[src/rtl/prefetch_pkg.sv]
// Shared types and constants for the instruction prefetcher.
// Holds the prefetch state enum, the default queue depth and the CS:IP word-address helper.
package prefetch_pkg;

    localparam int DEFAULT_QUEUE_DEPTH = 6;

    typedef enum logic [1:0] {
        IDLE    = 2'd0,
        FETCH   = 2'd1,
        DISCARD = 2'd2
    } state_e;

    // 20-bit real-mode physical address, returned as the 19-bit word address [19:1].
    function automatic logic [18:0] word_addr(input logic [15:0] cs, input logic [15:0] ip);
        return 19'(({cs, 4'b0000} + {4'b0000, ip}) >> 1);
    endfunction

endpackage

[src/rtl/prefetch_fifo.sv]
// Circular byte FIFO: pushes 1 or 2 bytes, pops 1, synchronous flush.
// The head byte reads as zero while the FIFO is empty.
module prefetch_fifo #(
    parameter int DEPTH = 6
) (
    input  logic                         clk,
    input  logic                         rst,
    input  logic                         flush,
    input  logic [1:0]                   push_cnt,
    input  logic [7:0]                   push_b0,
    input  logic [7:0]                   push_b1,
    input  logic                         pop,
    output logic [7:0]                   head,
    output logic                         empty,
    output logic [$clog2(DEPTH+1)-1:0]   count
);
    localparam int PW = $clog2(DEPTH);
    localparam int CW = $clog2(DEPTH + 1);

    logic [7:0]    mem_q [DEPTH];
    logic [7:0]    mem_d [DEPTH];
    logic [PW-1:0] rd_ptr_q, rd_ptr_d;
    logic [PW-1:0] wr_ptr_q, wr_ptr_d;
    logic [CW-1:0] count_q, count_d;
    logic [PW-1:0] wr_next;

    function automatic logic [PW-1:0] ptr_inc(input logic [PW-1:0] p);
        return (p == PW'(DEPTH - 1)) ? '0 : p + 1'b1;
    endfunction

    always_comb begin
        mem_d    = mem_q;
        rd_ptr_d = rd_ptr_q;
        wr_ptr_d = wr_ptr_q;
        count_d  = count_q;
        wr_next  = ptr_inc(wr_ptr_q);
        if (flush) begin
            rd_ptr_d = '0;
            wr_ptr_d = '0;
            count_d  = '0;
        end else begin
            if (push_cnt != 2'd0) begin
                mem_d[wr_ptr_q] = push_b0;
                wr_ptr_d        = wr_next;
                if (push_cnt == 2'd2) begin
                    mem_d[wr_next] = push_b1;
                    wr_ptr_d       = ptr_inc(wr_next);
                end
            end
            if (pop) begin
                rd_ptr_d = ptr_inc(rd_ptr_q);
            end
            count_d = count_q + CW'(push_cnt) - CW'(pop);
        end
    end

    always_ff @(posedge clk or posedge rst) begin
        if (rst) begin
            for (int i = 0; i < DEPTH; i++) mem_q[i] <= '0;
            rd_ptr_q <= '0;
            wr_ptr_q <= '0;
            count_q  <= '0;
        end else begin
            mem_q    <= mem_d;
            rd_ptr_q <= rd_ptr_d;
            wr_ptr_q <= wr_ptr_d;
            count_q  <= count_d;
        end
    end

    assign empty = (count_q == '0);
    assign head  = empty ? 8'h00 : mem_q[rd_ptr_q];
    assign count = count_q;

endmodule

[src/rtl/instruction_prefetcher.sv]
// Fetches instruction words at CS:IP into a byte queue ahead of the decoder.
// Optional PREFETCH_FLUSH_COUNT_EN adds a saturating counter of load_new_ip events.
module instruction_prefetcher
    import prefetch_pkg::*;
#(
    parameter int QUEUE_DEPTH = DEFAULT_QUEUE_DEPTH
) (
    input  logic        clk,
    input  logic        reset,
    input  logic [15:0] new_cs,
    input  logic [15:0] new_ip,
    input  logic        load_new_ip,
    output logic        mem_access,
    output logic [18:0] mem_address,
    input  logic        mem_ack,
    input  logic [15:0] mem_data,
    input  logic        q_rd_en,
    output logic [7:0]  q_data,
    output logic        q_empty,
    output logic [15:0] head_ip,
    output logic [15:0] flush_count
);
    localparam int CW = $clog2(QUEUE_DEPTH + 1);
    localparam logic [CW-1:0] ISSUE_MAX = CW'(QUEUE_DEPTH - 2);

    state_e        state_q, state_d;
    logic [15:0]   cs_q, cs_d;
    logic [15:0]   fetch_ip_q, fetch_ip_d;
    logic [15:0]   head_ip_q, head_ip_d;
    logic          mem_access_q, mem_access_d;
    logic [18:0]   mem_address_q, mem_address_d;

    logic [1:0]    push_cnt;
    logic          pop;
    logic          flush;
    logic          busy_after;
    logic [CW-1:0] fifo_count;
    logic [CW-1:0] count_nxt;

    // The issue decision looks at next-cycle occupancy and address so a new request
    // can be presented the cycle right after a load, an ack or a freeing pop.
    always_comb begin
        state_d       = state_q;
        cs_d          = cs_q;
        fetch_ip_d    = fetch_ip_q;
        head_ip_d     = head_ip_q;
        mem_access_d  = mem_access_q;
        mem_address_d = mem_address_q;
        push_cnt      = 2'd0;
        pop           = 1'b0;
        flush         = 1'b0;
        busy_after    = (state_q != IDLE) && !mem_ack;
        if (load_new_ip) begin
            flush      = 1'b1;
            cs_d       = new_cs;
            fetch_ip_d = new_ip;
            head_ip_d  = new_ip;
            if (busy_after) state_d = DISCARD;
        end else begin
            if (q_rd_en && !q_empty) begin
                pop       = 1'b1;
                head_ip_d = head_ip_q + 16'd1;
            end
            if (state_q == FETCH && mem_ack) begin
                if (fetch_ip_q[0]) begin
                    push_cnt   = 2'd1;
                    fetch_ip_d = fetch_ip_q + 16'd1;
                end else begin
                    push_cnt   = 2'd2;
                    fetch_ip_d = fetch_ip_q + 16'd2;
                end
            end
        end
        count_nxt = load_new_ip ? '0 : fifo_count + CW'(push_cnt) - CW'(pop);
        if (!busy_after) begin
            if (count_nxt <= ISSUE_MAX) begin
                state_d       = FETCH;
                mem_access_d  = 1'b1;
                mem_address_d = word_addr(cs_d, fetch_ip_d);
            end else begin
                state_d      = IDLE;
                mem_access_d = 1'b0;
            end
        end
    end

    always_ff @(posedge clk or posedge reset) begin
        if (reset) begin
            state_q       <= IDLE;
            cs_q          <= '0;
            fetch_ip_q    <= '0;
            head_ip_q     <= '0;
            mem_access_q  <= 1'b0;
            mem_address_q <= '0;
        end else begin
            state_q       <= state_d;
            cs_q          <= cs_d;
            fetch_ip_q    <= fetch_ip_d;
            head_ip_q     <= head_ip_d;
            mem_access_q  <= mem_access_d;
            mem_address_q <= mem_address_d;
        end
    end

    // Odd fetch address: only the high byte of the word belongs to the stream.
    prefetch_fifo #(.DEPTH(QUEUE_DEPTH)) u_fifo (
        .clk      (clk),
        .rst      (reset),
        .flush    (flush),
        .push_cnt (push_cnt),
        .push_b0  (fetch_ip_q[0] ? mem_data[15:8] : mem_data[7:0]),
        .push_b1  (mem_data[15:8]),
        .pop      (pop),
        .head     (q_data),
        .empty    (q_empty),
        .count    (fifo_count)
    );

    assign mem_access  = mem_access_q;
    assign mem_address = mem_address_q;
    assign head_ip     = head_ip_q;

`ifdef PREFETCH_FLUSH_COUNT_EN
    logic [15:0] flush_count_q, flush_count_d;

    always_comb begin
        flush_count_d = flush_count_q;
        if (load_new_ip && flush_count_q != 16'hFFFF) flush_count_d = flush_count_q + 16'd1;
    end

    always_ff @(posedge clk or posedge reset) begin
        if (reset) flush_count_q <= '0;
        else       flush_count_q <= flush_count_d;
    end

    assign flush_count = flush_count_q;
`else
    assign flush_count = 16'h0000;
`endif

endmodule

[config.mk]
export PLATFORM = sky130hd
export DESIGN_NAME = instruction_prefetcher
export DESIGN_NICKNAME = d
export VERILOG_FILES = /design/src/rtl/prefetch_pkg.sv /design/src/rtl/prefetch_fifo.sv /design/src/rtl/instruction_prefetcher.sv
export SDC_FILE = /design/constraint.sdc
export NUM_CORES = 1
export LEC_CHECK = 0
export BUFFER_PORTS_ARGS = -buffer_cell sky130_fd_sc_hd__buf_2
export CELL_PAD_IN_SITES_DETAIL_PLACEMENT = 1
export CELL_PAD_IN_SITES_GLOBAL_PLACEMENT = 1
export CORE_UTILIZATION = 41
export CTS_CLUSTER_SIZE = 25
export DETAILED_ROUTE_END_ITERATION = 8
export PLACE_DENSITY_LB_ADDON = 0.08
export SLEW_MARGIN = 40
export SYNTH_ARGS = -nofsm -noshare
export SYNTH_HDL_FRONTEND = slang
export SYNTH_HIERARCHICAL = 1
export SYNTH_SLANG_ARGS = --single-unit
[constraint.sdc]
create_clock -name clk -period 3.7 [get_ports clk]
set_input_delay 0.555 -clock clk [delete_from_list [all_inputs] [get_ports clk]]
set_output_delay 0.555 -clock clk [all_outputs]
set_load 0.02 [all_outputs]
# Yosys cells after proc, flatten, opt, wreduce, memory -nomap -nowiden
# Index checks and enable logic that the tools add are counted.
[classes]
n_addsub = 9
n_lt_le_gt_ge = 6
eq_ne = 6
muxes = 38
bitwise = 5
reduce_logical = 15
[ops]
columns = ["cell", "count"]
rows = [
  ["bitwise mux 48 bit", 2],
  ["two-way mux 16 bit", 6],
  ["demux 8 bit (select 3 bit)", 2],
  ["two-way mux 48 bit", 1],
  ["two-way mux 8 bit", 6],
  ["adder 16 x 1 -> 16 bit, second input constant", 2],
  ["two-way mux 3 bit", 10],
  ["binary-select mux 8 bit (select 3 bit)", 1],
  ["adder 20 x 16 -> 20 bit", 1],
  ["adder 16 x 2 -> 16 bit, second input constant", 1],
  [">= comparator 4 bit, second input constant", 3],
  ["inverter 3 -> 4 bit", 3],
  ["two-way mux 2 bit", 5],
  ["nonzero test 2 bit", 5],
  ["adder 3 x 1 -> 3 bit, second input constant", 3],
  ["equality test 3 bit, second input constant", 3],
  ["< comparator 4 x 1 -> 1 bit, second input constant", 2],
  ["logical AND 1 bit", 5],
  ["two-way mux 1 bit", 5],
  ["AND reduction 2 bit", 2],
  ["adder 3 x 2 -> 3 bit", 1],
  ["less-or-equal comparator 3 bit, second input constant", 1],
  ["logical NOT 3 bit", 1],
  ["subtractor 3 x 1 -> 3 bit", 1],
  ["other kinds (5)", 7],
]
[word_totals]
ff_bits = 127
input_bits = 53
word_cells = 94

# Logic depth before layout (Yosys ltp)
[logic_depth]
depth_word = 10
mapped_depth = 16

# By module
# The synthesis kept the hierarchy.
[modules_own_cells]
columns = ["mod", "n_inst", "cells_each", "area_per_inst_um2"]
rows = [
  ["instruction_prefetcher", 1, 440, 4284.1],
  ["prefetch_fifo", 1, 279, 3213.1],
]

# Worst setup path after synthesis
# Ideal clock, no wire load.
[synth_path]
path_kind = "register -> register"
start = "register u_fifo.count_q[1] (netlist: u_fifo/count[1])"
end = "register state_q[0]"
setup_ps = 142
arrival_time_ps = 4011
slack_ps = -453
path_stages_with_launch = 15
path_buffers = 3
period_less_slack_ps = 4153
path_cell_list = "dfrtp_1 > nor3_1 > nor2b_1 > clkbuf_1 > and2_1 > ha_1 > inv_1 > ha_1 > fa_1 > xnor2_1 > nor3_1 > nand2b_1 > clkbuf_1 > clkbuf_1 > o21ai_0"
[synth_between]
elab_chain_cells = 10
elab_cells_between_ends = 11
classes_between = "add/sub (2); order compare (1); mux (5); reduce/logical (3)"
[synth_rtl]
columns = ["item", "line", "rtl"]
rows = [
  ["start: declaration", "prefetch_fifo.sv:24", "logic [CW-1:0] count_q, count_d;"],
  ["start signal: assignment", "prefetch_fifo.sv:67", "count_q <= count_d;"],
  ["logical NOT 3 bit", "prefetch_fifo.sv:71", "assign empty = (count_q == '0);"],
  ["via q_empty", "instruction_prefetcher.sv:19", "output logic q_empty,"],
  ["logical NOT 1 bit", "instruction_prefetcher.sv:60", "if (q_rd_en && !q_empty) begin"],
  ["logical AND 1 bit", "instruction_prefetcher.sv:60", ""],
  ["two-way mux 1 bit", "instruction_prefetcher.sv:60", ""],
  ["two-way mux 1 bit", "instruction_prefetcher.sv:53", "if (load_new_ip) begin"],
  ["via pop", "instruction_prefetcher.sv:34", "logic pop;"],
  ["subtractor 3 x 1 -> 3 bit", "instruction_prefetcher.sv:74", "count_nxt = load_new_ip ? '0 : fifo_count + CW'(push_cnt) - CW'(pop);"],
  ["two-way mux 3 bit", "instruction_prefetcher.sv:74", ""],
  ["less-or-equal comparator 3 bit", "instruction_prefetcher.sv:76", "if (count_nxt <= ISSUE_MAX) begin"],
  ["two-way mux 1 bit", "instruction_prefetcher.sv:76", ""],
  ["two-way mux 2 bit", "instruction_prefetcher.sv:75", "if (!busy_after) begin"],
  ["end signal: assignment", "instruction_prefetcher.sv:96", "state_q <= state_d;"],
  ["end: declaration", "instruction_prefetcher.sv:26", "state_e state_q, state_d;"],
]
# The timed path passes the listed nets, and every way through them passes these cells.
# A chain may end at the register's enable or synchronous reset.

# Final worst setup path
[layout_path]
start = "register state_q[0]"
end = "register mem_address_q[11] (netlist: mem_address[11])"
[layout_between]
elab_cells_between_ends = 15
classes_between = "add/sub (3); order compare (1); eq/ne (1); mux (5); bitwise (1); reduce/logical (4)"
[layout_lines]
columns = ["item", "line", "rtl"]
rows = [
  ["equality test 2 x 1 -> 1 bit", "instruction_prefetcher.sv:64", "if (state_q == FETCH && mem_ack) begin"],
  ["logical AND 1 bit", "instruction_prefetcher.sv:64", ""],
  ["two-way mux 16 bit", "instruction_prefetcher.sv:64", ""],
  ["two-way mux 16 bit", "instruction_prefetcher.sv:53", ""],
  ["via fetch_ip_d[4]", "instruction_prefetcher.sv:28", "logic [15:0] fetch_ip_q, fetch_ip_d;"],
  ["adder 20 x 16 -> 20 bit", "prefetch_pkg.sv:15", "return 19'(({cs, 4'b0000} + {4'b0000, ip}) >> 1);"],
  ["end signal: assignment", "instruction_prefetcher.sv:101", "mem_address_q <= mem_address_d;"],
  ["end: declaration", "instruction_prefetcher.sv:31", "logic [18:0] mem_address_q, mem_address_d;"],
]
# The timed path passes the listed nets, and every way through them passes these cells.

==> metrics.yaml <==
grt_pass1_wl_um: 36200
drive_gt1_share_pct: 28.13
num_vias: 6266
ys_seq_area_share_pct: 42.39
cts_tree: "yes"
cts-root-buf: "clkbuf_16"
path_max_fanout: 9
cts_max_level: 4
ys_ff_latch: 127
slew_headroom_pct: 47.47
final-setup-viol-count: 0
core_area_mm2: 0.01796
final_antenna_net_count: 0
cp_top_family: "compound AO/OA/AOI/OAI gates"
final_cells: 1061
cpMaxStageDelayCell: "dfrtp_1"
num_rows: 49
cts.sinks: 127
place_ws_ns: -0.1271
finalHoldViolCount: 0
p_leak_uw: 0.003844
internal_power_uw: 3695
wirelength_um: 22780
holdBufCountCts: 0
setup_ws_ns: 0.2326
antenna_cells: 0
synthDistinctLibCells: 75
die_height_um: 137.2
outcome: "complete, no violations"
start_util_pct: 41.74
pwr-share-clk_pct: 31.2
worst_ep_arrival_time_ns: 3.72
synth_warnings: 6
cts.path.max_buffers: 2
grt_max_degree: 44
crit_top_cell: "a21oi_1"
portBuffers: 97
post-dp-hpwl_um: 16500
yosys-top-cells-area: "dfrtp_1, mux2_2, o2bb2ai_1"
worstPathCellList: "and3b_2, buf_4, nand2_1, xor2_1, a21oi_1, ha_1, inv_1, fa_1, nand2b_1, a21oi_1, a311o_1, a31oi_1, mux2i_1, o311ai_0"
hold_path_class: "primary input to asynchronous set/reset pin"
fin_util_pct: 49.56
cts_inserted_buffers: 17
comb_power_share_pct: 34.8
viasPerCell: 5.906
crit_path_start_kind: "register"
synth_edf_count: 0
fin_skew_ns: 0.01301
maxCapViolCount: 0
max_clock_freq_ghz: 0.2884
fillCellCount: 2033
total_power_uw: 5780
post-route-drc-count: 0
antenna_found_initial: 0
p_seq_share_pct: 34.0
crit_type: "register to register"
cp.required_ns: 3.96
place_congestion: 0.8735
dieArea_mm2: 0.01883
path_clk_slew_ns: 0.06
peakVddDrop_mv: 0.4666
synth_area_mm2: 0.007497
async_flop_share_pct: 100.0
wl_per_cell_um: 21.47
crit_path_max_incr_delay_ns: 0.44
drv_slew: 0
p_sw_share_pct: 36.06
drtPass1Iterations: 5
drtIter0Drc: 368
num_io_pins: 114
power_density_mw_per_mm2: 649.2
post-route-min-period_ns: 3.467
clkLatencyLatePin_ns: 0.42
grt_pass1_vias: 6598
synth.avg_cell_area_um2: 10.43
critPathBufInv: 2
grt_setup_unrepaired: "false"
yosys.area.top_type_share_pct: 42.39
tightest_slew_ns: 0.7863
area_delta_synth_final_pct: 18.74
yosysTopAreaCell: "dfrtp_1"
timing.final.crit_share_pct: 93.71
synth_common_cells: "dfrtp_1, nand2_1, nor2_1"
cp-end-kind: "register"
overflow: 0
synth_top_flop_cell: "dfrtp_1"
dp_cells: 1029
power_switching_uw: 2084
fin_nets: 895
die_w_um: 137.2
track_usage_pct: 25.34
synth.most_common_cell: "dfrtp_1"
synthCells: 719
## layer usage
| layer | GRT usage, % | wire [µm] | up-vias | share of wire (%) |
|---|---|---|---|---|
| li1 | - | - | 2852 | - |
| met1 | 32.43 | 9925 | 3212 | 44 |
| met2 | 42.87 | 11520 | 173 | 51 |
| met3 | 4.930 | 933 | 29 | 4.1 |
| met4 | 8.242 | 403 | 0 | 1.8 |
| met5 | 0 | 0 | - | 0 |
## kinds of logic after synthesis
logic type	Yosys count	share of synthesized area (%)
mux	58	9.780
flops	127	42.39
simple gates	180	13.18
fa+ha+maj	23	4.139
other cells	1	0.05002
buf+inv	88	5.824
xor+xnor	43	5.023
compound gates	199	19.61
## area by class of cell
cell class	instances	area, µm²	area share (%)
multi-input combinational	519	3966	44.55
sequential	127	3179	35.71
timing repair buffer	124	725.7	8.152
clock buffer	18	439.2	4.933
tap	229	286.5	3.219
clock inverter	14	190.2	2.136
inverter	30	115.1	1.293
## worst reg2reg max path, stage by stage (launching register included)
cell and delay (ns):
dfrtp_1 0.44, and3b_2 0.24, buf_4 0.17, nand2_1 0.08
xor2_1 0.15, a21oi_1 0.35, ha_1 0.25, inv_1 0.08
fa_1 0.41, nand2b_1 0.17, a21oi_1 0.16, a311o_1 0.32
a31oi_1 0.15, mux2i_1 0.17, o311ai_0 0.18
## cells in the final DEF, fill, tap and decap left out, types with 4 or more instances in the layout
cell type  instances
nor3_1             7
mux2i_1            8
nor2_1            43
ha_1              20
a32oi_1           30
and4_1             4
a31oi_1            9
conb_1            16
nand2b_1           4
buf_2             97
clkbuf_16         17
a21oi_1           40
dfrtp_1          126
and3_1             8
bufinv_16          4
xor2_1            18
xnor2_1           25
mux4_2             8
inv_1             27
and2_1             4
and3b_1            4
nand2_1           49
mux2_2            42
o22ai_1           11
buf_4             24
o2bb2ai_1         32
nor3b_1            5
nand3_1           10
nand4_1           10
o32ai_1            5
a22oi_1            8
a2bb2oi_1         11
o21ai_0           20
clkinv_2           4
nor2b_1            8
## power groups by stage
stage	Sequential, µW	Clock [µW]	Combinational, µW
final	1970	1800	2010
after global routing	2010	1900	2210
after CTS	1970	1840	2020
after detailed placement	1990	0	2000
after global placement	1970	0	1950
after floorplan	2060	0	1250
## what timing repair did
| action | in CTS | in global routing |
|---|---|---|
| setup endpoints to repair | 0 | 2 |
| resized for setup | 0 | 3 |
| buffers inserted | 0 | 0 |
## state kept, by name, indices dropped and copies added (netlist names), 2 cells and up
signal / count
u_fifo/mem_q: 48
mem_address: 19
cs_q: 16
fetch_ip_q: 16
head_ip: 16
u_fifo/count: 3
u_fifo/rd_ptr_q: 3
u_fifo/wr_ptr_q: 3
state_q: 2
## worst paths after layout
check,start,endpoint,slack [ns],cells after the start
hold / removal,reset,u_fifo/mem_q[24]$_DFFE_PP0P_,0.21,2
hold reg to reg,u_fifo/mem_q[7]$_DFFE_PP0P_,u_fifo/mem_q[7]$_DFFE_PP0P_,0.49,1
setup / recovery,state_q[0]$_DFFE_PP0P_,mem_address[11]$_DFFE_PP0P_,0.23,14
min in group clk,mem_ack,state_q[1]$_DFFE_PP0P_,0.39,2
setup reg to reg,state_q[0]$_DFFE_PP0P_,mem_address[11]$_DFFE_PP0P_,0.23,14
max in group asynchronous,reset,fetch_ip_q[12]$_DFF_PP0_,2.69,3
## metrics by stage
| step | setup TNS, ns | hold WS [ns] | area, µm² |
|---|---|---|---|
| after floorplan | 0 | 0.4507 | 7565 |
| after global placement | 0 | 0.4674 | 8257 |
| after detailed placement | -0.1931 | 0.4726 | 8260 |
| after CTS | 0 | 0.2148 | 8890 |
| after global routing | 0 | 0.2304 | 8902 |
| final | 0 | 0.2055 | 8902 |
Power figures use the tool's default switching activity.
